$ cat config.mk
export PLATFORM = sky130hd
export DESIGN_NAME = bin_to_bcd_display_feeder
export DESIGN_NICKNAME = d
export VERILOG_FILES = /design/src/rtl/bin_to_bcd_display_feeder.sv
export SDC_FILE = /design/constraint.sdc
export NUM_CORES = 1
export LEC_CHECK = 0
export CORE_MARGIN = 2
export CORE_UTILIZATION = 32
export DETAILED_ROUTE_END_ITERATION = 7
export GPL_TIMING_DRIVEN = 0
export PLACE_DENSITY = 0.57
export SYNTH_ARGS = -nofsm -noshare
export SYNTH_HDL_FRONTEND = slang
export SYNTH_SLANG_ARGS = --single-unit
$ cat constraint.sdc
create_clock -name clock_100Mhz -period 6 [get_ports clock_100Mhz]
set_input_delay 1.8 -clock clock_100Mhz [delete_from_list [all_inputs] [get_ports clock_100Mhz]]
set_output_delay 1.8 -clock clock_100Mhz [all_outputs]
set_load 0.02 [all_outputs]
$ cat src/rtl/bin_to_bcd_display_feeder.sv
// Sequential binary-to-BCD converter (double dabble) feeding the 7-segment display controller.
// Latency: done pulses BIN_WIDTH cycles after the accepting start edge; back-to-back period BIN_WIDTH+1.
// Backpressure: start is ignored while busy; no queuing; results hold until the next done.
module bin_to_bcd_display_feeder #(
  parameter int BIN_WIDTH = 14,
  parameter int DIGITS    = 4
) (
  input  logic                 clock_100Mhz,
  input  logic                 reset,
  input  logic                 start,
  input  logic [BIN_WIDTH-1:0] bin_in,
  output logic                 busy,
  output logic                 done,
  output logic                 overflow,
  output logic [31:0]          bcd_out
);

  localparam int SW     = 4 * DIGITS;
  localparam int ITER_W = $clog2(BIN_WIDTH) + 1;

  // Largest value that fits in DIGITS decimal digits.
  function automatic logic [63:0] pow10(input int n);
    logic [63:0] r;
    r = 64'd1;
    for (int k = 0; k < n; k++) r = r * 64'd10;
    return r;
  endfunction

  localparam logic [63:0]   MAX_VAL = pow10(DIGITS) - 64'd1;
  localparam logic [SW-1:0] SAT_VAL = {DIGITS{4'h9}};

  localparam logic [0:0] S_IDLE    = 1'b0;
  localparam logic [0:0] S_CONVERT = 1'b1;

  logic [0:0]           r_state;
  logic [BIN_WIDTH-1:0] r_shift;
  logic [SW-1:0]        r_scratch;
  logic [ITER_W-1:0]    r_iter;
  logic                 r_ovf_pend;
  logic                 r_busy;
  logic                 r_done;
  logic                 r_overflow;
  logic [SW-1:0]        r_bcd;

  logic [SW-1:0]        w_adj;
  logic [SW-1:0]        w_next_scratch;
  logic                 w_last;
  logic                 w_ovf;

  // Add-3 correction on every nibble >= 5, then one-bit shift pulling in the next binary MSB.
  always_comb begin
    w_adj = r_scratch;
    for (int i = 0; i < DIGITS; i++) begin
      if (r_scratch[4*i +: 4] >= 4'd5) begin
        w_adj[4*i +: 4] = r_scratch[4*i +: 4] + 4'd3;
      end
    end
    w_next_scratch = {w_adj[SW-2:0], r_shift[BIN_WIDTH-1]};
    w_last         = (r_iter == ITER_W'(BIN_WIDTH - 1));
    w_ovf          = (64'(bin_in) > MAX_VAL);
  end

  // Conversion FSM: accept in IDLE, shift BIN_WIDTH times, publish result with a done pulse.
  always_ff @(posedge clock_100Mhz or posedge reset) begin
    if (reset) begin
      r_state    <= S_IDLE;
      r_shift    <= '0;
      r_scratch  <= '0;
      r_iter     <= '0;
      r_ovf_pend <= 1'b0;
      r_busy     <= 1'b0;
      r_done     <= 1'b0;
      r_overflow <= 1'b0;
      r_bcd      <= '0;
    end else begin
      r_done <= 1'b0;
      case (r_state)
        S_IDLE: begin
          if (start) begin
            r_shift    <= bin_in;
            r_scratch  <= '0;
            r_iter     <= '0;
            r_ovf_pend <= w_ovf;
            r_busy     <= 1'b1;
            r_state    <= S_CONVERT;
          end
        end
        S_CONVERT: begin
          r_scratch <= w_next_scratch;
          r_shift   <= r_shift << 1;
          r_iter    <= r_iter + 1'b1;
          if (w_last) begin
            // Out-of-range inputs still run full length but show all nines.
            r_bcd      <= r_ovf_pend ? SAT_VAL : w_next_scratch;
            r_overflow <= r_ovf_pend;
            r_done     <= 1'b1;
            r_busy     <= 1'b0;
            r_state    <= S_IDLE;
          end
        end
        default: begin
          r_state <= S_IDLE;
          r_busy  <= 1'b0;
        end
      endcase
    end
  end

  assign busy     = r_busy;
  assign done     = r_done;
  assign overflow = r_overflow;
  assign bcd_out  = 32'(r_bcd);

endmodule

After elaboration in Yosys (flattened, before gate mapping):

Index checks and enable logic that the tools add are counted.

* add/subtract/negate cells: 5
* multiply operators: 0
* div/mod/pow operators: 0
* magnitude comparators: 5
* equality and inequality tests: 3
* shift operators: 0
* muxes and demuxes: 19
* bitwise logic cells: 1
* reduce and logical (&&, ||, !) cells: 3

Operator list (number)
* 16-bit 2-to-1 mux: 2
* 16-bit case mux with 2 select lines: 1
* 14-bit case mux with 2 select lines: 1
* 4-bit by 3-bit >= comparator with 1-bit output, second input constant: 4
* 14-bit > comparator, second input constant: 1
* 14-bit 2-to-1 mux: 1
* 4-bit by 2-bit adder with 4-bit output, second input constant: 3
* 4-bit 2-to-1 mux: 3
* 5-bit case mux with 2 select lines: 1
* 1-bit 2-to-1 mux: 6
* 2-bit AND reduction: 3
* 5-bit by 1-bit adder with 5-bit output, second input constant: 1
* 5-bit by 4-bit == test with 1-bit output, second input constant: 1
* 5-bit 2-to-1 mux: 1
* 1-bit case mux with 2 select lines: 2
* 3-bit by 2-bit adder with 3-bit output, second input constant: 1
* 3-bit 2-to-1 mux: 1
* 2-bit by 1-bit inequality test with 1-bit output, second input constant: 1
* 2-bit inequality test, second input constant: 1
* 1-bit NOT: 1

* register bits: 56
* latch bits: 0
* bits in writable memories: 0
* memory bits (read-only): 0
* bits of input ports: 17
* word-level logic and storage cells: 45
* memories kept: 0

Longest topological paths before layout:

* depth in word-level cells: 3
* mapped depth: 7
* depth with buffers taken out: 6

Least setup slack after synthesis:

No wires, ideal clock.

* kind: input to register
* from: input start
* to: register r_shift[13]
* arrival: 2.509 ns
* data required time: 5.864 ns
* setup slack: 3.355 ns
* stages on the path: 4
* buffers on the path: 2
* cells stage by stage: buf_2 > buf_2 > mux2i_1 > o21ai_0

* cells in the longest elaborated chain, start to end: 1

Ends and longest elaborated chain
* from (decl): line 10 `input logic start,`
* 2-bit inequality test (no source line)
* to (signal assigned): line 80 `r_shift <= bin_in;`
* to (signal assigned): line 90 `r_shift <= r_shift << 1;`
* to (decl): line 36 `logic [BIN_WIDTH-1:0] r_shift;`

No other way between the ends.
A chain may end at the register's enable or synchronous reset.

Worst setup path after layout:

* from: register r_bcd[14]
* to: output bcd_out[14]

RTL lines
* from (decl): line 43 `logic [SW-1:0] r_bcd;`
* from (signal assigned): line 94 `r_bcd <= r_ovf_pend ? SAT_VAL : w_next_scratch;`
* to (decl): line 15 `output logic [31:0] bcd_out`

No word-level cell between the ends.

==> results.yml <==
setup_path:
  start_kind: "flop"
  crit_chain: "clkdlybuf4s50_1"
  crit_arrival_ns: 1.33
  cpMaxStageDelayCell: "clkdlybuf4s50_1"
  path_max_fanout: 2
  path_buf_inv: 1
  path_delay_family: "buffers and inverters"
  crit_required_ns: 4.20
  path_class: "flop to primary output"
  reg2reg_depth: 6
  slowest_delay_ns: 0.61
  rrSetupSlack_ns: 4.35
  reg2reg_to: "r_scratch[10]"
  cp-end-kind: "primary output"
  r2r_start: "r_scratch[8]"
final_layout:
  layout-drive-gt1-share_pct: 10.9
  diodes: 0
  fin_nets: 364
  regArea_um2: 1400
  fillers: 857
  syn_to_final_growth_pct: 23.0
  multi_input_area_um2: 1230
cts:
  cts_buffer_depth: 2
  cts_setup_buffers: 0
  cts-root-buf: "clkbuf_8"
  ctsHoldBuffers: 0
  cts_resized: 0
  htreeDepth: 2
  cts_tree: "yes"
  cts_buffers: 5
  cts_sinks: 56
  clock_latency_ns: 0.32
  clkSlewWorstSetupHoldPaths_ns: 0.11
place:
  gp_congestion: 0.776
  hpwl_mm: 4.36
  port_buffers: 34
power_and_ir_drop:
  power_density_nw_per_um2: 500
  p_leak_nw: 1.66
  vdd_drop_max_v: 0.000146
timing:
  slew_viol_final: 0
  holdWs_ns: 0.481
  setup_viol: 0
  fmax_ghz: 0.320
  period_needed_ns: 3.13
  fin_crit_sh_pct: 52.1
  rsz0062_at_grt: "no"
  slew-limit-headroom_pct: 57.6
  tightest_slew_ns: 0.636
  skew_ns: 0.0151
  tns_ns: 0
  final-hold-violation-count: 0
grt:
  grt_max_degree: 37
  grt_antenna_before_repair: 0
  grtUsageMet1_pct: 18.1
  gr-usage-all-layers_pct: 13.1
  grt-busiest-layer: "met2"
  use_met2_pct: 21.4
  grtUsageMet3_pct: 2.79
  grt_overflow: 0
  grt_pass1_vias: 2048
  grt_pass1_wl_mm: 10.2
routing:
  vias: 2099
  drt-total-wl_mm: 6.03
  routedWlPerCell_um: 13.5
  drtIter0Drc: 86
  drtPass1Iterations: 4
  final_antenna_net_count: 0
  vias_per_cell: 4.71
  drc_errors: 0
synth:
  yosys.area.top_type_share_pct: 49.7
  syn_inst: 280
  yosysUniqueCellTypes: 29
  ys_warn_count: 0
  netlist_area_um2: 2820
  avgSynthCellArea_um2: 10.1
  ys_ff_latch: 56
  ys_seq_area_share_pct: 49.7
  synth_area_leaders: "dfrtp_1, mux2i_1, buf_4"
  synth_area_leader_cell: "dfrtp_1"
floorplan:
  ios: 52
  dieArea_um2: 9580
  die_h_um: 97.9
  die-width_um: 97.9
  core_area_um2: 8640
  start_util_pct: 32.6
  rows: 34
worst_hold_path:
  hold_path_end: "r_bcd[0]"
  min_from: "r_bcd[0]"
  hp-class: "flop to flop"
  holdPathStages: 2
run_status:
  status: "completed"
run:
  maxCapViolCount: 0
-- metal layers --
| metal | vias up | routed length (µm) |
|---|---|---|
| li1 | 1044 | - |
| met1 | 1002 | 2920 |
| met2 | 49 | 2810 |
| met3 | 4 | 279 |
| met4 | 0 | 28 |
| met5 | - | 0 |
-- sequential cells by signal, indices dropped and copies added (netlist names) --
name and count:
overflow 1, r_scratch 16, r_state 1, r_iter 5, done 1, busy 1, r_shift 14, r_bcd 16
r_ovf_pend 1
-- layout by cell type, fill, tap and decap left out --
| cell | instances |
|---|---|
| ha_1 | 10 |
| nand4_1 | 1 |
| a21oi_1 | 19 |
| clkbuf_1 | 2 |
| buf_4 | 19 |
| clkbuf_8 | 6 |
| clkinvlp_4 | 2 |
| and2b_4 | 1 |
| o21ai_0 | 23 |
| nand4_4 | 1 |
| clkdlybuf4s50_1 | 34 |
| xor2_1 | 1 |
| nand2_1 | 32 |
| inv_2 | 2 |
| nor3b_1 | 9 |
| a31oi_1 | 3 |
| dfrtp_1 | 56 |
| a22o_1 | 10 |
| buf_1 | 3 |
| conb_1 | 16 |
| nor3_1 | 4 |
| xnor2_1 | 5 |
| o31ai_1 | 3 |
| nor2_1 | 16 |
| nand3_1 | 4 |
| nand2b_1 | 7 |
| mux2i_1 | 22 |
| buf_12 | 1 |
| nor4_1 | 1 |
| a21o_1 | 6 |
| a2111oi_0 | 2 |
| buf_2 | 5 |
| inv_1 | 12 |
-- kinds of logic (layout without fill, tap and decap cells) --
logic type               count (synthesis)  in the layout  share of synthesized area (%)
AO/OA/AOI/OAI                           66             66                           14.2
AND/OR/NAND/NOR                         76             76                           13.3
buffers and inverters                   43             86                           8.48
multiplexers                            22             22                           7.81
adder cells (fa/ha/maj)                 10             10                           4.44
flip-flops                              56             56                           49.7
XOR/XNOR                                 6              6                           1.86
other                                    1             16                          0.133
-- power breakdown --
group,switching [W],internal (W),total [W]
Combinational,0.000432,0.000397,0.000829
Sequential,0.000139,0.000546,0.000685
Clock,0.000127,0.0000938,0.000221
Total,0.000698,0.00104,0.00174
-- Yosys cell counts --
master,number
nand4_4,1
mux2i_1,22
a21o_1,6
nand2b_1,7
and2b_4,1
nand4_1,1
nand2_1,32
o31ai_1,3
inv_2,1
nand3_1,4
nor3b_1,9
a31oi_1,3
clkbuf_1,2
nor4_1,1
buf_4,19
conb_1,1
xor2_1,1
nor3_1,4
dfrtp_1,56
a22o_1,10
inv_1,13
o21ai_0,23
ha_1,10
buf_1,3
xnor2_1,5
a2111oi_0,2
buf_2,5
a21oi_1,19
nor2_1,16
-- cell type report --
type                    instances  share of cell area (%)
multi-input cells             196                    35.6
clock buffers                   6                    2.38
repair buffers                 35                    10.4
clock inverters                 2                   0.433
inverters                      14                    1.52
plain buffers                  29                    5.38
flip-flops and latches         56                    40.4
well taps                     108                    3.90
-- metrics by stage --
stage,area (µm²),setup WS [ns],util (%),total power [W],std cells
6_report,3470,2.87,40.2,0.00174,446
5_1_grt,3470,2.82,40.2,0.00189,446
4_1_cts,3470,2.85,40.2,0.00176,446
3_5_place_dp,3370,2.93,39.0,0.00153,438
3_3_place_gp,3350,1.68,38.8,0.00151,437
2_1_floorplan,2880,2.83,-,0.00125,295
-- how the worst max path moves through the flow --
stage / startpoint / end / slack [ns] / cells past startpoint
floorplan: reset / busy / 2.83 / 1
global placement: reset / r_bcd[6] / 1.68 / 2
detailed placement: bin_in[7] / r_ovf_pend / 2.93 / 5
CTS: r_bcd[14] / bcd_out[14] / 2.85 / 1
global route: r_bcd[14] / bcd_out[14] / 2.82 / 1
finish: r_bcd[14] / bcd_out[14] / 2.87 / 1
No activity file was read; power rests on OpenSTA's default activity.
